### src/rtl/mem_arbiter.sv
// Memory front end: arbitrates a CPU data port and an instruction-fetch port
// over two external SRAM banks and a UART that shares the bank-1 bus.
module mem_arbiter #(
  parameter int unsigned       DATA_W         = 16,
  parameter int unsigned       ADDR_W         = 18,
  parameter int unsigned       PC_W           = 16,
  parameter logic [ADDR_W-1:0] SPLIT_ADDR     = 18'h08000,
  parameter logic [ADDR_W-1:0] UART_DATA_ADDR = 18'h0BF00,
  parameter logic [ADDR_W-1:0] UART_STAT_ADDR = 18'h0BF01,
  parameter int unsigned       WAIT_CYCLES    = 1
) (
  input  logic              clk_50MHz,
  input  logic              rst,
  input  logic              en,
  input  logic              op,
  input  logic [ADDR_W-1:0] addr,
  input  logic [DATA_W-1:0] data_i,
  output logic [DATA_W-1:0] data_o,
  output logic              ack,
  output logic              ram_pause,
  input  logic [PC_W-1:0]   pc,
  output logic [DATA_W-1:0] inst,
  output logic              inst_valid,
  output logic [ADDR_W-1:0] sram1_addr,
  output logic [DATA_W-1:0] sram1_dq_o,
  input  logic [DATA_W-1:0] sram1_dq_i,
  output logic              sram1_dq_t,
  output logic              sram1_ce_n,
  output logic              sram1_oe_n,
  output logic              sram1_we_n,
  output logic [ADDR_W-1:0] sram2_addr,
  output logic [DATA_W-1:0] sram2_dq_o,
  input  logic [DATA_W-1:0] sram2_dq_i,
  output logic              sram2_dq_t,
  output logic              sram2_ce_n,
  output logic              sram2_oe_n,
  output logic              sram2_we_n,
  input  logic              tsre,
  input  logic              tbre,
  input  logic              data_ready,
  output logic              rdn,
  output logic              wrn
);

  typedef enum logic [2:0] {IDLE, SETUP, STROBE, HOLD, U_WAIT, U_STROBE, U_STAT} state_t;

  localparam logic [2:0] WAIT_INIT = 3'(WAIT_CYCLES);

  state_t            state_reg;
  logic [2:0]        cnt_reg;
  logic              op_reg, bank1_reg, own2_reg, run_reg, ack_reg;
  logic              rdn_reg, wrn_reg;
  logic [DATA_W-1:0] data_o_reg;
  logic [ADDR_W-1:0] addr1_reg, addr2_reg;
  logic [DATA_W-1:0] dq1_reg, dq2_reg;
  logic              dq_t1_reg, ce1_n_reg, oe1_n_reg, we1_n_reg;
  logic              dq_t2_reg, ce2_n_reg, oe2_n_reg, we2_n_reg;
  logic              fetch;

  always_ff @(posedge clk_50MHz) begin
    if (rst) begin
      state_reg  <= IDLE;
      cnt_reg    <= '0;
      op_reg     <= 1'b0;
      bank1_reg  <= 1'b0;
      own2_reg   <= 1'b0;
      run_reg    <= 1'b0;
      ack_reg    <= 1'b0;
      rdn_reg    <= 1'b1;
      wrn_reg    <= 1'b1;
      data_o_reg <= '0;
      addr1_reg  <= '0;
      addr2_reg  <= '0;
      dq1_reg    <= '0;
      dq2_reg    <= '0;
      dq_t1_reg  <= 1'b1;
      ce1_n_reg  <= 1'b1;
      oe1_n_reg  <= 1'b1;
      we1_n_reg  <= 1'b1;
      dq_t2_reg  <= 1'b1;
      ce2_n_reg  <= 1'b1;
      oe2_n_reg  <= 1'b1;
      we2_n_reg  <= 1'b1;
    end else begin
      run_reg <= 1'b1;
      ack_reg <= 1'b0;
      case (state_reg)
        IDLE: begin
          if (en) begin
            op_reg <= op;
            if (addr == UART_DATA_ADDR) begin
              state_reg <= U_WAIT;
            end else if (addr == UART_STAT_ADDR) begin
              state_reg  <= U_STAT;
              data_o_reg <= DATA_W'({data_ready, tsre & tbre});
              ack_reg    <= 1'b1;
            end else begin
              state_reg <= SETUP;
              bank1_reg <= (addr >= SPLIT_ADDR);
              if (addr < SPLIT_ADDR) begin
                own2_reg  <= 1'b1;
                addr2_reg <= addr;
                ce2_n_reg <= 1'b0;
                oe2_n_reg <= op;
                dq_t2_reg <= ~op;
                dq2_reg   <= data_i;
              end else begin
                addr1_reg <= addr;
                ce1_n_reg <= 1'b0;
                oe1_n_reg <= op;
                dq_t1_reg <= ~op;
                dq1_reg   <= data_i;
              end
            end
          end
        end
        SETUP: begin
          state_reg <= STROBE;
          cnt_reg   <= WAIT_INIT;
          if (op_reg) begin
            if (bank1_reg) we1_n_reg <= 1'b0;
            else           we2_n_reg <= 1'b0;
          end
        end
        STROBE: begin
          if (cnt_reg == 3'd0) begin
            state_reg <= HOLD;
            ack_reg   <= 1'b1;
            we1_n_reg <= 1'b1;
            we2_n_reg <= 1'b1;
            if (!op_reg) data_o_reg <= bank1_reg ? sram1_dq_i : sram2_dq_i;
          end else begin
            cnt_reg <= cnt_reg - 3'd1;
          end
        end
        HOLD: begin
          // Write data and address were held through this cycle; release the bus now.
          state_reg <= IDLE;
          own2_reg  <= 1'b0;
          dq_t1_reg <= 1'b1;
          ce1_n_reg <= 1'b1;
          oe1_n_reg <= 1'b1;
          dq_t2_reg <= 1'b1;
          ce2_n_reg <= 1'b1;
          oe2_n_reg <= 1'b1;
        end
        U_WAIT: begin
          if (op_reg ? (tsre & tbre) : data_ready) begin
            state_reg <= U_STROBE;
            cnt_reg   <= WAIT_INIT;
            if (op_reg) begin
              wrn_reg   <= 1'b0;
              dq_t1_reg <= 1'b0;
              dq1_reg   <= data_i;
            end else begin
              rdn_reg <= 1'b0;
            end
          end
        end
        U_STROBE: begin
          if (cnt_reg == 3'd0) begin
            state_reg <= HOLD;
            ack_reg   <= 1'b1;
            rdn_reg   <= 1'b1;
            wrn_reg   <= 1'b1;
            if (!op_reg) data_o_reg <= sram1_dq_i;
          end else begin
            cnt_reg <= cnt_reg - 3'd1;
          end
        end
        U_STAT:  state_reg <= IDLE;
        default: state_reg <= IDLE;
      endcase
    end
  end

  // Fetch owns bank 2 whenever no data access has claimed it.
  assign fetch = run_reg & ~own2_reg;

  assign ram_pause  = en & ~ack_reg;
  assign ack        = ack_reg;
  assign data_o     = data_o_reg;
  assign rdn        = rdn_reg;
  assign wrn        = wrn_reg;

  assign sram1_addr = addr1_reg;
  assign sram1_dq_o = dq1_reg;
  assign sram1_dq_t = dq_t1_reg;
  assign sram1_ce_n = ce1_n_reg;
  assign sram1_oe_n = oe1_n_reg;
  assign sram1_we_n = we1_n_reg;

  assign sram2_addr = fetch ? ADDR_W'(pc) : addr2_reg;
  assign sram2_dq_o = dq2_reg;
  assign sram2_dq_t = fetch ? 1'b1 : dq_t2_reg;
  assign sram2_ce_n = fetch ? 1'b0 : ce2_n_reg;
  assign sram2_oe_n = fetch ? 1'b0 : oe2_n_reg;
  assign sram2_we_n = fetch ? 1'b1 : we2_n_reg;

  assign inst       = fetch ? sram2_dq_i : '0;
  assign inst_valid = fetch;

endmodule

### config.mk
export PLATFORM = sky130hd
export DESIGN_NAME = mem_arbiter
export DESIGN_NICKNAME = d
export VERILOG_FILES = /design/src/rtl/mem_arbiter.sv
export SDC_FILE = /design/constraint.sdc
export NUM_CORES = 1
export LEC_CHECK = 0
export CAP_MARGIN = 30
export CORE_MARGIN = 5
export CORE_UTILIZATION = 44
export CTS_BUF_LIST = sky130_fd_sc_hd__clkbuf_8
export DETAILED_ROUTE_END_ITERATION = 8
export GPL_ROUTABILITY_DRIVEN = 0
export PLACE_DENSITY = 0.83
export SYNTH_ARGS = -nofsm -noshare
export SYNTH_HDL_FRONTEND = slang
export SYNTH_SLANG_ARGS = --single-unit
### constraint.sdc
create_clock -name clk_50MHz -period 2.8 [get_ports clk_50MHz]
set_clock_uncertainty 0.05 [all_clocks]
set_input_delay 0.42 -clock clk_50MHz [delete_from_list [all_inputs] [get_ports clk_50MHz]]
set_output_delay 0.42 -clock clk_50MHz [all_outputs]
set_load 0.005 [all_outputs]
==> summary.txt, run 1 <==
Routing
  – Metal2 WL: 7730 microns
  – Via count: 4793
  – WL per Instance: 17.4 microns
  – DRC viols: 0
  – WL met1: 6060 microns
  – Max Used Layer: met4
  – WL met3: 1040 microns
  – Routed Antenna Nets: 0
  – First DRT Iteration DRCs: 297
  – Post-Route WL: 15100 microns
  – Vias per cell: 5.50
  – DRT Pass-1 Iters: 5

Place
  – Port bufs: 201
  – Cell Area, Placed: 6900 sq um
  – Placement Setup Slack: 219 ps
  – DP Wirelength: 11200 microns
  – Placed Cells: 855

Synthesis
  – Post-Syn Instances: 537
  – Area share of the leading cell type in the synthesized netlist: 44.6%
  – Mapped cell area: 4710 sq um
  – Register area share after synthesis: 44.6%
  – Synthesized Nets: 628
  – Largest cells by area after synthesis: dfxtp_1, nand2_1, a21oi_1, mux2_2, mux2i_1
  – #FFs+latches synth: 105
  – Synth Warn #: 0
  – Synth cell count leaders: nand2_1, dfxtp_1, a21oi_1
  – Ys flop type: dfxtp_1
  – Synth area leader: dfxtp_1
  – Library cells used by synthesis: 57
  – Most frequent cell after synthesis: nand2_1
  – Post-synth EDFFs: 0
  – Syn avg cell area: 8.77 sq um
  – Ys async rst share: 0%

Power
  – PD cells: 519 nW/um^2
  – Max IR drop VDD: 321 uV
  – P_leak: 2.62 nW

Timing
  – Fmax: 0.384 GHz
  – Worst Tran Pin Value: 701 ps
  – Final hold vios: 0
  – Rel. slew slack: 53.3%
  – Final WS setup: 198 ps
  – Max Slew Vio Count: 0
  – Setup TNS Final: 0 ps
  – Share of the clock period used by the worst path: 92.9%
  – Unrepaired setup endpoints after global routing: false
  – Final setup fails: 0
  – Hold_ws: 408 ps
  – Final min period: 2600 ps

Clocking
  – Number of post-CTS setup repair buffers: 0
  – Clk slew on worst S/H paths: 110 ps
  – Post-CTS Resized: 0
  – CTS tree: built
  – Htree depth: 3
  – Hold-fix buffers, CTS: 0
  – Total CTS buffers: 9
  – Root Buffer: clkbuf_8
  – Worst skew pair latency: 360 ps
  – Max Root-Sink Buffers: 2
  – # clock sinks: 105

Cells and area
  – Synthesis-to-layout area growth: 50.4%
  – Layout cells sized above 1: 11.8%
  – Final design instance area without fill: 7080 sq um
  – Layout Cells excl Fill: 871
  – # diodes: 0
  – Layout net count: 821

Worst setup path
  – Data required, critical path: 2950 ps
  – Worst Path Arrival: 2760 ps
  – CP max-delay cell: dfxtp_1
  – Largest delay contributor family on the critical path: simple AND/OR/NAND/NOR gates
  – Worst Reg2Reg Path Length in Cells: 6
  – Critical path class: register to register
  – Crit path max fanout: 17
  – Worst path depth: 6
  – Crit end category: register
  – Setup crit start kind: register
  – Buf/Inv on CP: 1
  – Crit path largest cell delay: 580 ps
  – Crit-path cells: or3b_4 -> and2_4 -> o31ai_4 -> and2_1 -> buf_4 -> a211oi_1

Flow run
  – Max_cap viols: 0

Global route
  – Largest net degree at the start of global routing: 60
  – First-pass GRT wire length: 24000 microns
  – Vias in the first global route: 4810
  – Antenna violations before repair: 0
  – GRT Util Overall: 22.8%
  – Aggregate global routing overflow: 0

Floorplanning
  – Initial Util: 45.4%
  – Io pins: 202
  – Core area: 10400 sq um
  – Die Ht: 113 microns
  – Die Area: 12900 sq um
  – Core Rows: 37
  – Width of the die: 113 microns

Worst hold path
  – Hold Path Cell Cnt: 2
  – Hold Crit Class: register to register

Status
  – Outcome: complete, no violations
## placed cells by master, fill, tap and decap left out, drive strengths merged, types with 2 or more instances in the layout
master,netlist,final
clkdlybuf4s50,0,200
nand2,112,112
dfxtp,105,105
a21oi,58,58
buf,22,26
and2,19,19
nor2,18,18
mux2i,17,17
mux2,16,16
a22oi,16,16
o311a,16,16
a211oi,15,15
a31o,15,15
o21ai,11,11
inv,7,10
clkbuf,22,9
nor2b,7,7
or2,5,5
or3,4,4
nand4,4,4
and3,4,4
clkinv,0,4
nand2b,3,3
a21o,3,3
nand3,3,3
a211o,3,3
nor3,3,3
nand3b,2,2
and4,2,2
a311oi,2,2
o22ai,2,2
ha,2,2
nor4b,2,2
or3b,2,2
o31ai,2,2
## where the power goes
group | switching, mW | internal [mW] | total, mW
registers | 0.0876 | 1.62 | 1.71
clock network | 0.539 | 0.334 | 0.873
logic | 0.496 | 0.595 | 1.09
## layer usage
metal | vias up | global-route usage [%]
li1 | 2298 | -
met1 | 2297 | 26.9
met2 | 174 | 40.6
met3 | 24 | 5.73
met4 | 0 | 7.05
met5 | - | 0
## path summary, 6_finish.rpt
| check | from | to | slack (ps) |
|---|---|---|---|
| worst max-delay path | state_reg[1] | data_o[7] | 200 |
| worst min register to register | cnt_reg[1] | cnt_reg[1] | 410 |
| worst min-delay path | cnt_reg[1] | cnt_reg[1] | 410 |
| worst max register to register | state_reg[1] | data_o[7] | 200 |
## worst register-to-register path: cells and delay by family (launching register included)
family / cells / cell delay (ps)
buffers and inverters: 1 / 220
DFF: 1 / 580
and+or+nand+nor: 3 / 900
AOI/OAI and AO/OA: 2 / 690
## logic make-up after synthesis
group / count (synthesis) / synth area share (%)
compound gates: 151 / 22.3
xor+xnor: 1 / 0.186
fa+ha+maj: 2 / 0.531
buf+inv: 51 / 5.26
flops: 105 / 44.6
mux: 33 / 7.44
simple gates: 194 / 19.6
## metrics by stage
stage | util [%] | power (mW)
4_1_cts | 68.3 | 3.69
6_report | 68.3 | 3.67
3_3_place_gp | 66.3 | 2.78
3_5_place_dp | 66.5 | 2.82
5_1_grt | 68.3 | 3.86
2_1_floorplan | - | 2.26
## final cells by class
class                   count  area [sq um]
multi-input cells         381          2370
inverters                   7          26.3
flip-flops and latches    105          2100
clock buffers               9           124
clock inverters             7          55.1
well taps                 136           170
fillers                   866          3290
repair buffers            226          2230
(Power assumes the default switching activity.)
==> inputs of run 2 (changes only) <==
- CORE_MARGIN: 5 -> 2
==> summary.txt, run 2 (synthesis gave the netlist of run 1 again) <==
Global route
  – Antenna violations before repair: 0 (unchanged)
  – Aggregate global routing overflow: 0 (unchanged)
  – Largest net degree at the start of global routing: 76 (was 60)
  – First-pass GRT wire length: 23200 microns (was 24000 microns)
  – Vias in the first global route: 4710 (was 4810)
  – GRT Util Overall: 24.9% (was 22.8%)

Clocking
  – Post-CTS Resized: 0 (unchanged)
  – # clock sinks: 105 (unchanged)
  – Worst skew pair latency: 350 ps (was 360 ps)
  – Root Buffer: clkbuf_8 (unchanged)
  – Hold-fix buffers, CTS: 0 (unchanged)
  – Htree depth: 3 (unchanged)
  – Clk slew on worst S/H paths: 100 ps (was 110 ps)
  – Number of post-CTS setup repair buffers: 0 (unchanged)
  – Total CTS buffers: 9 (unchanged)
  – Max Root-Sink Buffers: 2 (unchanged)
  – CTS tree: built (unchanged)

Timing
  – Final WS setup: 274 ps (was 198 ps)
  – Final setup fails: 0 (unchanged)
  – Fmax: 0.396 GHz (was 0.384 GHz)
  – Final hold vios: 0 (unchanged)
  – Hold_ws: 406 ps (was 408 ps)
  – Share of the clock period used by the worst path: 90.2% (was 92.9%)
  – Rel. slew slack: 50.9% (was 53.3%)
  – Final min period: 2530 ps (was 2600 ps)
  – Setup TNS Final: 0 ps (unchanged)
  – Worst Tran Pin Value: 736 ps (was 701 ps)
  – Unrepaired setup endpoints after global routing: false (unchanged)
  – Max Slew Vio Count: 0 (unchanged)

Cells and area
  – Layout net count: 819 (was 821)
  – # diodes: 0 (unchanged)
  – Commonest non-fill, non-tap cell in the layout: clkdlybuf4s50_1 (unchanged)
  – Most frequent cells in the layout: clkdlybuf4s50_1, nand2_1, dfxtp_1, a21oi_1, buf_4 (unchanged)
  – Layout Cells excl Fill: 869 (was 871)
  – Layout cells sized above 1: 11.6% (was 11.8%)
  – Synthesis-to-layout area growth: 50.1% (was 50.4%)

Power
  – Max IR drop VDD: 316 uV (was 321 uV)
  – Pint: 2.64 mW (was 2.55 mW)
  – Clk network pwr share: 25.3% (was 23.8%)
  – PD cells: 529 nW/um^2 (was 519 nW/um^2)
  – Switching part of the total: 29.5% (was 30.6%)
  – Sequential Power Share: 45.5% (was 46.5%)
  – P_leak: 2.61 nW (was 2.62 nW)
  – Combinational share of power: 29.2% (was 29.7%)
  – Psw: 1.10 mW (was 1.12 mW)

Routing
  – DRC viols: 0 (unchanged)
  – WL per Instance: 16.7 microns (was 17.4 microns)
  – First DRT Iteration DRCs: 282 (was 297)
  – Post-Route WL: 14500 microns (was 15100 microns)
  – Via count: 4743 (was 4793)
  – Vias per cell: 5.46 (was 5.50)
  – Routed Antenna Nets: 0 (unchanged)
  – DRT Pass-1 Iters: 5 (unchanged)

Worst setup path
  – Crit end category: register (unchanged)
  – Setup crit start kind: register (unchanged)
  – Worst Path Arrival: 2690 ps (was 2760 ps)
  – Worst Reg2Reg Path Length in Cells: 6 (unchanged)
  – Data required, critical path: 2960 ps (was 2950 ps)
  – Crit-path cells: or3b_4 -> and2_4 -> o31ai_4 -> and2_1 -> buf_4 -> a211oi_1 (unchanged)
  – Largest delay contributor family on the critical path: simple AND/OR/NAND/NOR gates (unchanged)
  – Critical path class: register to register (unchanged)
  – CP max-delay cell: o31ai_4 (was dfxtp_1)
  – Worst path depth: 6 (unchanged)
  – Crit path max fanout: 17 (unchanged)
  – Buf/Inv on CP: 1 (unchanged)
  – Crit path largest cell delay: 650 ps (was 580 ps)

Floorplanning
  – Initial Util: 45.4% (unchanged)
  – Die Area: 11500 sq um (was 12900 sq um)
  – Die Ht: 107 microns (was 113 microns)
  – Width of the die: 107 microns (was 113 microns)
  – Core area: 10400 sq um (unchanged)
  – Io pins: 202 (unchanged)
  – Core Rows: 37 (unchanged)

Status
  – Outcome: complete, no violations (unchanged)

Place
  – Placed Cells: 853 (was 855)
  – DP Wirelength: 10600 microns (was 11200 microns)
  – Port bufs: 201 (unchanged)
  – Placement Setup Slack: 123 ps (was 219 ps)

Flow run
  – Max_cap viols: 0 (unchanged)

Worst hold path
  – Hold Crit Class: register to register (unchanged)
  – Hold Path Cell Cnt: 1 (was 2)
-- run 2: cell types whose count changed in the layout (fill, tap and decap cells not counted) --
cell | before | now
clkinv_4 | 3 | 1
inv_6 | 1 | 2
buf_12 | 2 | 1
bufinv_16 | 0 | 1
buf_6 | 1 | 0
-- run 2: through the flow --
| step | power, mW | instance area, sq um | util (%) |
|---|---|---|---|
| 6_report | 3.74 | 7070 | 68.2 |
| 5_1_grt | 3.94 | 7070 | 68.2 |
| 3_3_place_gp | 2.78 | 6850 | 66.1 |
| 4_1_cts | 3.77 | 7070 | 68.2 |
| 3_5_place_dp | 2.82 | 6870 | 66.2 |
| 2_1_floorplan | 2.26 | 4710 | - |
-- run 2: routing by layer --
metal  part of all wire (%)  vias up  GRT usage, %
li1                       -     2293             -
met5                      0        -             0
met4                    1.7        0          7.23
met2                     51      197          44.6
met3                    6.8       24          4.78
met1                     40     2229          30.4
-- run 2: worst paths after layout --
path,start,to,slack (ps)
max,state_reg[0],data_o[15],270
min,ce2_n_reg,ce2_n_reg,410
max reg2reg,state_reg[0],data_o[15],270
min reg2reg,ce2_n_reg,ce2_n_reg,410
-- run 2: final cells by class --
class | instances | area, sq um
fillers | 840 | 3300
multi-input cells | 381 | 2370
repair buffers | 224 | 2200
flip-flops and latches | 105 | 2100
well taps | 136 | 170
clock buffers | 9 | 124
clock inverters | 7 | 76.3
inverters | 7 | 26.3
-- run 2: power groups by stage --
stage          clock, mW  sequential, mW  combinational (mW)
5_1_grt             1.04            1.72                1.18
3_5_place_dp           0            1.73                1.09
6_report           0.946            1.70                1.09
2_1_floorplan          0            1.73               0.530
3_3_place_gp           0            1.73                1.05
4_1_cts            0.974            1.70                1.09
